### config.mk
export PLATFORM = sky130hd
export DESIGN_NAME = serial_rx_param
export DESIGN_NICKNAME = d
export VERILOG_FILES = /design/src/rtl/serial_rx_param.sv
export SDC_FILE = /design/constraint.sdc
export NUM_CORES = 1
export LEC_CHECK = 0
export ABC_AREA = 1
export CAP_MARGIN = 20
export CORE_MARGIN = 3
export CORE_UTILIZATION = 62
export CTS_BUF_LIST = sky130_fd_sc_hd__clkbuf_2 sky130_fd_sc_hd__clkbuf_4 sky130_fd_sc_hd__clkbuf_8
export CTS_CLUSTER_DIAMETER = 150
export CTS_CLUSTER_SIZE = 16
export DETAILED_ROUTE_END_ITERATION = 10
export MAX_ROUTING_LAYER = met4
export PLACE_DENSITY = 0.84
export SYNTH_ARGS = -nofsm -noshare
export SYNTH_HDL_FRONTEND = slang
export SYNTH_SLANG_ARGS = --single-unit
### constraint.sdc
create_clock -name clk -period 3.8 [get_ports clk]
set_input_delay 0.76 -clock clk [delete_from_list [all_inputs] [get_ports clk]]
set_output_delay 0.76 -clock clk [all_outputs]
set_load 0.1 [all_outputs]
### src/rtl/serial_rx_param.sv
// Purpose: parameterised UART receiver (oversampled, optional parity, 1-2 stop bits) with a one-word output holding register.
// Latency: word is presented one clk after the centre sample of the last stop bit; rx has a 2-flop synchronizer in front.
// Backpressure: word is held until rx_valid&rx_ready; a new frame completing over an unconsumed word overwrites it and flags overrun.
module serial_rx_param #(
  parameter int unsigned BAUD_DIV   = 326,
  parameter int unsigned OVERSAMPLE = 16,
  parameter int unsigned DATA_BITS  = 8,
  parameter int unsigned PARITY     = 0,
  parameter int unsigned STOP_BITS  = 1
) (
  input  logic                 clk,
  input  logic                 rst,
  input  logic                 rx,
  output logic [DATA_BITS-1:0] rx_data,
  output logic                 rx_valid,
  input  logic                 rx_ready,
  output logic                 parity_err,
  output logic                 frame_err,
  output logic                 overrun,
  output logic                 busy
);

  localparam int unsigned DIV_W = (BAUD_DIV > 1) ? $clog2(BAUD_DIV) : 1;
  localparam int unsigned SMP_W = $clog2(OVERSAMPLE);
  localparam int unsigned BIT_W = $clog2(DATA_BITS);

  localparam logic [DIV_W-1:0] DIV_LAST = DIV_W'(BAUD_DIV - 1);
  localparam logic [SMP_W-1:0] SMP_HALF = SMP_W'(OVERSAMPLE / 2 - 1);
  localparam logic [SMP_W-1:0] SMP_LAST = SMP_W'(OVERSAMPLE - 1);
  localparam logic [BIT_W-1:0] BIT_LAST = BIT_W'(DATA_BITS - 1);
  localparam logic             STP_LAST = (STOP_BITS == 2);
  localparam logic             ODD_PAR  = (PARITY == 1);
  localparam logic             HAS_PAR  = (PARITY != 0);

  typedef enum logic [2:0] {
    S_IDLE  = 3'd0,
    S_START = 3'd1,
    S_DATA  = 3'd2,
    S_PAR   = 3'd3,
    S_STOP  = 3'd4
  } state_t;

  // Synchronizer flops idle high so reset never looks like a start edge.
  logic sync1_q, sync2_q;
  logic rx_s;

  logic [DIV_W-1:0] div_q, div_d;
  logic             tick;

  state_t                 state_q, state_d;
  logic [SMP_W-1:0]       smp_q, smp_d;
  logic [BIT_W-1:0]       bit_q, bit_d;
  logic                   stp_q, stp_d;
  logic [DATA_BITS-1:0]   shift_q, shift_d;
  logic                   par_pend_q, par_pend_d;
  logic                   frm_pend_q, frm_pend_d;
  logic                   done;
  logic                   exp_par;

  logic [DATA_BITS-1:0]   rx_data_q, rx_data_d;
  logic                   rx_valid_q, rx_valid_d;
  logic                   parity_err_q, parity_err_d;
  logic                   frame_err_q, frame_err_d;
  logic                   overrun_q, overrun_d;

  // Two-flop synchronizer on the asynchronous serial line.
  always_ff @(posedge clk or negedge rst) begin
    if (!rst) begin
      sync1_q <= 1'b1;
      sync2_q <= 1'b1;
    end else begin
      sync1_q <= rx;
      sync2_q <= sync1_q;
    end
  end

  assign rx_s = sync2_q;

  // Free-running oversample divider; tick is the cycle it sits at its maximum.
  assign tick  = (div_q == DIV_LAST);
  assign div_d = tick ? '0 : div_q + DIV_W'(1);

  // Divider register.
  always_ff @(posedge clk or negedge rst) begin
    if (!rst) begin
      div_q <= '0;
    end else begin
      div_q <= div_d;
    end
  end

  // Expected parity bit: even mode matches XOR of data, odd mode its inverse.
  assign exp_par = (^shift_q) ^ ODD_PAR;

  // Receive FSM next-state: half-bit start qualification, then centre sampling of each bit.
  always_comb begin
    state_d    = state_q;
    smp_d      = smp_q;
    bit_d      = bit_q;
    stp_d      = stp_q;
    shift_d    = shift_q;
    par_pend_d = par_pend_q;
    frm_pend_d = frm_pend_q;
    done       = 1'b0;

    case (state_q)
      S_IDLE: begin
        if (!rx_s) begin
          state_d    = S_START;
          smp_d      = '0;
          bit_d      = '0;
          stp_d      = 1'b0;
          par_pend_d = 1'b0;
          frm_pend_d = 1'b0;
        end
      end

      S_START: begin
        if (tick) begin
          if (smp_q == SMP_HALF) begin
            smp_d   = '0;
            // A line that is high again at mid-start was a glitch.
            state_d = rx_s ? S_IDLE : S_DATA;
          end else begin
            smp_d = smp_q + SMP_W'(1);
          end
        end
      end

      S_DATA: begin
        if (tick) begin
          if (smp_q == SMP_LAST) begin
            smp_d   = '0;
            shift_d = {rx_s, shift_q[DATA_BITS-1:1]};
            if (bit_q == BIT_LAST) begin
              state_d = HAS_PAR ? S_PAR : S_STOP;
            end else begin
              bit_d = bit_q + BIT_W'(1);
            end
          end else begin
            smp_d = smp_q + SMP_W'(1);
          end
        end
      end

      S_PAR: begin
        if (tick) begin
          if (smp_q == SMP_LAST) begin
            smp_d   = '0;
            state_d = S_STOP;
            if (rx_s != exp_par) begin
              par_pend_d = 1'b1;
            end
          end else begin
            smp_d = smp_q + SMP_W'(1);
          end
        end
      end

      S_STOP: begin
        if (tick) begin
          if (smp_q == SMP_LAST) begin
            smp_d = '0;
            if (!rx_s) begin
              frm_pend_d = 1'b1;
            end
            // Leaving mid stop bit lets the next start edge be seen right away.
            if (stp_q == STP_LAST) begin
              state_d = S_IDLE;
              done    = 1'b1;
            end else begin
              stp_d = 1'b1;
            end
          end else begin
            smp_d = smp_q + SMP_W'(1);
          end
        end
      end

      default: begin
        state_d = S_IDLE;
        smp_d   = '0;
      end
    endcase
  end

  // FSM and datapath registers.
  always_ff @(posedge clk or negedge rst) begin
    if (!rst) begin
      state_q    <= S_IDLE;
      smp_q      <= '0;
      bit_q      <= '0;
      stp_q      <= 1'b0;
      shift_q    <= '0;
      par_pend_q <= 1'b0;
      frm_pend_q <= 1'b0;
    end else begin
      state_q    <= state_d;
      smp_q      <= smp_d;
      bit_q      <= bit_d;
      stp_q      <= stp_d;
      shift_q    <= shift_d;
      par_pend_q <= par_pend_d;
      frm_pend_q <= frm_pend_d;
    end
  end

  // Output holding register: load on completion, clear on handshake, flag overwrite of an unconsumed word.
  always_comb begin
    rx_data_d    = rx_data_q;
    rx_valid_d   = rx_valid_q;
    parity_err_d = parity_err_q;
    frame_err_d  = frame_err_q;
    overrun_d    = overrun_q;
    if (done) begin
      rx_data_d    = shift_q;
      rx_valid_d   = 1'b1;
      parity_err_d = par_pend_q;
      frame_err_d  = frm_pend_d;
      overrun_d    = rx_valid_q & ~rx_ready;
    end else if (rx_valid_q && rx_ready) begin
      rx_valid_d   = 1'b0;
      parity_err_d = 1'b0;
      frame_err_d  = 1'b0;
      overrun_d    = 1'b0;
    end
  end

  // Output registers.
  always_ff @(posedge clk or negedge rst) begin
    if (!rst) begin
      rx_data_q    <= '0;
      rx_valid_q   <= 1'b0;
      parity_err_q <= 1'b0;
      frame_err_q  <= 1'b0;
      overrun_q    <= 1'b0;
    end else begin
      rx_data_q    <= rx_data_d;
      rx_valid_q   <= rx_valid_d;
      parity_err_q <= parity_err_d;
      frame_err_q  <= frame_err_d;
      overrun_q    <= overrun_d;
    end
  end

  assign rx_data    = rx_data_q;
  assign rx_valid   = rx_valid_q;
  assign parity_err = parity_err_q;
  assign frame_err  = frame_err_q;
  assign overrun    = overrun_q;
  assign busy       = (state_q != S_IDLE);

endmodule

## Word-level counts from Yosys, hierarchy flattened

Cells that the tools add are included.
Widths: inputs -> output; s select.

| operators by class | value |
|---|---|
| divide/modulo/power cells | 0 |
| mux-type cells | 48 |
| add/subtract/negate cells | 3 |
| bitwise gates (word level) | 2 |
| shift-type cells | 0 |
| order comparisons | 0 |
| equality and inequality tests | 23 |
| multipliers | 0 |
| reduce and logical (&&, ||, !) cells | 15 |

Operators with widths:

| cell | number |
|---|---|
| $mux 3 | 15 |
| $ne 2x2->1 const B | 13 |
| $mux 1 | 20 |
| $mux 4 | 5 |
| $pmux 3 s5 | 1 |
| $pmux 4 s3 | 1 |
| $reduce_and 11->1 | 1 |
| $reduce_and 5->1 | 2 |
| $add 9x1->9 const B | 1 |
| $eq 9x9->1 const B | 1 |
| $mux 9 | 1 |
| $reduce_bool 2->1 | 4 |
| $reduce_xor 8->1 | 1 |
| $eq 3x2->1 const B | 2 |
| $eq 3x3->1 const B | 2 |
| $pmux 1 s2 | 3 |
| $pmux 3 s2 | 1 |
| $reduce_and 3->1 | 2 |
| $add 4x1->4 const B | 1 |
| $eq 4x3->1 const B | 1 |
| $eq 4x4->1 const B | 1 |
| $reduce_and 4->1 | 1 |
| $add 3x1->3 const B | 1 |
| $eq 3x1->1 const B | 1 |
| 9 further kinds | 9 |

| word-level totals | value |
|---|---|
| memory bits (writable) | 0 |
| output and inout bits | 13 |
| bits in registers | 44 |
| word-level logic and storage cells | 106 |
| memories | 0 |
| latch bits | 0 |
| ROM bits | 0 |

## Depth between registers and ports, before layout

| logic depth | value |
|---|---|
| word-level depth | 6 |
| depth in mapped cells | 12 |
| mapped depth without buffers | 12 |

## Least setup slack after synthesis

No wires, ideal clock.

| path | value |
|---|---|
| path type | reg-to-output |
| from | register state_q[0] |
| to | output busy |
| stages on the path, launching flop included | 5 |
| buffers on the path | 0 |
| arrival time | 1,250 ps |
| setup slack | 1,790 ps |
| path through | dfrtp_1 > inv_2 > nand2_4 > nor2_2 > inv_1 |

| between the ends | value |
|---|---|
| longest elaborated chain between the ends | 1 |

RTL lines:

| item | RTL line | RTL |
|---|---|---|
| from (decl) | 50 | `state_t state_q, state_d;` |
| from (signal assigned) | 198 | `state_q <= state_d;` |
| $reduce_bool 3->1 | 251 | `assign busy = (state_q != S_IDLE);` |
| to (decl) | 20 | `output logic busy` |

Every way passes these cells.

## Worst setup path after layout

| path | value |
|---|---|
| from | register rx_data_q[5] (netlist: rx_data[5]) |
| to | output rx_data[5] |

RTL lines:

| item | RTL line | RTL |
|---|---|---|
| from (decl) | 60 | `logic [DATA_BITS-1:0] rx_data_q, rx_data_d;` |
| from (signal assigned) | 238 | `rx_data_q <= rx_data_d;` |
| to (decl) | 14 | `output logic [DATA_BITS-1:0] rx_data,` |

No word-level cell between the ends.

==> flow_metrics.tcl <==
set metrics [dict create \
    cts_setup_buffers 0 \
    crit_arrival_ns 1.88 \
    netlist_instances 254 \
    rr_worst_depth 10 \
    syn_area_um2 2240 \
    antenna_left 0 \
    routabilityCongestion 0.834 \
    area_delta_synth_final_pct 10.5 \
    status "finished, final reports clean" \
    crit_chain "clkdlybuf4s50_1" \
    fin_cells 321 \
    cp_slowest_cell "clkdlybuf4s50_1" \
    synth.most_common_cell "nand2_1" \
    synthFlopType "dfrtp_1" \
    grt_max_degree 44 \
    crit_path_max_incr_delay_ns 1.14 \
    hold_class "flip-flop to flip-flop" \
    clock_skew_ns 0.00863 \
    drt-initial-drc-count 129 \
    grt-ovfl-total 0 \
    worstHoldEndpoint "rx_s$_DFF_PN1_" \
    worstMarginPinSlew_ns 0.966 \
    tns_ns 0 \
    die_height_um 66.1 \
    firstDrtPassIters 4 \
    initial_core_util_pct 65.5 \
    viasPerCell 5.00 \
    num_vias 1605 \
    avgSynthCellArea_um2 8.81 \
    ys_ff_latch 43 \
    synth_edf_count 0 \
    slew_headroom_pct 35.4 \
    synthTopCellsByCount "68 x nand2_1, 41 x dfrtp_1, 29 x inv_1, 20 x o21ai_2" \
    worst_ep_required_time_ns 3.04 \
    cts_tree "built" \
    ys_types 27 \
    ir_drop_uv 260 \
    cts.sinks 43 \
    wl_per_cell_um 11.3 \
    grt_usage_pct 20.1 \
    grt_pass1_vias 1526 \
    path_class "flip-flop to output port" \
    r2r_slack_ns 2.12 \
    drt_wl_total_um 3640 \
    htreeDepth 2 \
    hold_depth 0 \
    num-fill-cells 283 \
    yosysTopAreaCellShare_pct 45.8 \
    hold_violations 0 \
    start_kind "flip-flop" \
    post-route-drc-count 0 \
    setup_viol_count_final 0 \
    synth_top_cell_by_area "dfrtp_1" \
    timing.rr.start "div_q[1]$_DFF_PN0_" \
    holdBufCountCts 0 \
    end_kind "output port" \
    r2r-end "frame_err$_DFFE_PN0P_" \
    cts_root_buffer "clkbuf_4" \
    chipWidth_um 66.1 \
    cp_max_fo 2 \
    max_cap_viol_count 0 \
    synthTopCellsByArea "dfrtp_1 46%, nand2_1 11%, o21ai_2 7.8%" \
    period_share_pct 69.4 \
    rows 21 \
    drive_gt1_share_pct 23.3 \
    critical_path_buf_inv_count 1 \
    p_per_area_nw_per_um2 290 \
    dp_cells 313 \
    core_area_um2 3420 \
    io_buffers 16 \
    cpLargestDelayFamily "buffers and inverters" \
    rsz0062_at_grt "false" \
    antenna_found_initial 0 \
    grt_pass1_wl_um 6460 \
    leakagePower_nw 1.26 \
    min_from "sync1_q$_DFF_PN1_" \
    seq_area_frac_synth_pct 48.2 \
    dp_hpwl_um 2670 \
    clkLatencyLatePin_ns 0.36 \
    nNetsFinal 283 \
    clock_path_buffers 2 \
    post-route-min-period_ns 2.64 \
    maxSlewViolCount 0 \
    fmax_mhz 379 \
    cts_resized 0 \
    yosysWarnings 0 \
    synthArstFlopShare_pct 100 \
    antenna_cells 0 \
    clk_pin_slew_ns 0.12 \
    ioPinCount 17 \
    cts_made_buffers 5 \
    cp_num_cells 1 \
    synthesis.nets 263 \
    fp.dieArea_um2 4370 \
]
==> power breakdown <==
group	internal [W]	switching, W
Clock	0.0000786	0.000144
Sequential	0.000461	0.00000194
Combinational	0.00000667	0.0000245
Total	0.000546	0.000171
==> state kept, by name (all words and copies together), names as in the netlist <==
register / cells
parity_err: 1
frame_err: 1
par_pend_q: 1
frm_pend_q: 1
sync1_q: 1
overrun: 1
smp_q: 4
state_q: 3
shift_q: 8
rx_s: 1
div_q: 9
rx_data: 8
rx_valid: 1
bit_q: 3
==> metal layers <==
layer	global-route usage, %	wire [µm]
met1	24.6	1730
met2	31.7	1710
met3	5.10	135
met4	8.38	60
met5	-	0
==> per-stage QoR <==
| stage | hold slack [ns] | cell area [µm²] | util (%) | total power [W] | setup slack, ns |
|---|---|---|---|---|---|
| 2_1_floorplan | 0.345 | 2240 | - | 0.000488 | 1.79 |
| 3_3_place_gp | 0.346 | 2410 | 70.7 | 0.000504 | 1.57 |
| 3_5_place_dp | 0.352 | 2410 | 70.7 | 0.000504 | 1.55 |
| 4_1_cts | 0.370 | 2470 | 72.4 | 0.000731 | 1.12 |
| 5_1_grt | 0.376 | 2470 | 72.4 | 0.000750 | 1.09 |
| 6_report | 0.371 | 2470 | 72.4 | 0.000717 | 1.16 |
==> worst max-delay path by stage <==
stage                                 startpoint         end  slack (ns)
after CTS                 rx_data[3]$_DFFE_PN0P_  rx_data[3]        1.12
after global placement      rx_valid$_DFFE_PN0P_    rx_valid        1.57
final                     rx_data[5]$_DFFE_PN0P_  rx_data[5]        1.16
after floorplan           state_q[0]$_DFFE_PN0P_        busy        1.79
after global routing      rx_data[3]$_DFFE_PN0P_  rx_data[3]        1.09
after detailed placement  rx_data[3]$_DFFE_PN0P_  rx_data[3]        1.55
==> cell usage in the layout (no fill, tap or decap) <==
| master | netlist | layout |
|---|---|---|
| a21oi_1 | 6 | 6 |
| buf_2 | 0 | 1 |
| buf_4 | 0 | 1 |
| clkbuf_4 | 0 | 6 |
| clkdlybuf4s50_1 | 0 | 14 |
| clkinv_1 | 1 | 1 |
| clkinv_2 | 0 | 1 |
| clkinvlp_4 | 0 | 1 |
| dfrtp_1 | 41 | 41 |
| dfstp_2 | 2 | 2 |
| ha_1 | 5 | 5 |
| inv_1 | 29 | 29 |
| inv_2 | 7 | 7 |
| inv_4 | 1 | 1 |
| nand2_1 | 68 | 68 |
| nand2_2 | 6 | 6 |
| nand2_4 | 6 | 6 |
| nand3_1 | 13 | 13 |
| nand3_2 | 2 | 2 |
| nor2_1 | 13 | 13 |
| nor2_2 | 5 | 5 |
| nor2_4 | 2 | 2 |
| nor2_8 | 1 | 1 |
| nor3_1 | 2 | 2 |
| nor3b_1 | 1 | 1 |
| o211ai_2 | 1 | 1 |
| o21a_1 | 3 | 3 |
| o21ai_0 | 8 | 8 |
| o21ai_1 | 4 | 4 |
| o21ai_2 | 20 | 20 |
| or2_2 | 1 | 1 |
| xor2_1 | 3 | 3 |
==> logic make-up (layout without fill, tap and decap cells) <==
group                      Yosys count  count (layout)  synth area share (%)
AOI/OAI and AO/OA                   42              42                  13.4
xor gates and xnor gates             3               3                  1.17
adders and majority gates            5               5                  2.79
buffers and inverters               41              62                  7.99
DFF                                 43              43                  48.2
and+or+nand+nor                    120             120                  26.4
==> worst reg2reg max path, cell delays in order (launching register included) <==
cell and delay (ns):
dfrtp_1 0.40, inv_1 0.09, ha_1 0.16, nand2_1 0.06, nor2_2 0.15, nand2_4 0.12
nor2_8 0.15, nand2_4 0.19, o21ai_2 0.18, nand3_1 0.09, nand2_1 0.06
==> final cells by class <==
type / instances / area (µm²) / area share [%]
well taps: 46 / 57.6 / 2.33
multi-input cells: 170 / 981 / 39.7
repair buffers: 16 / 153 / 6.17
inverters: 38 / 145 / 5.87
flip-flops and latches: 43 / 1080 / 43.6
clock buffers: 6 / 45.0 / 1.82
clock inverters: 2 / 12.5 / 0.506
Power figures use the tool's default switching activity.
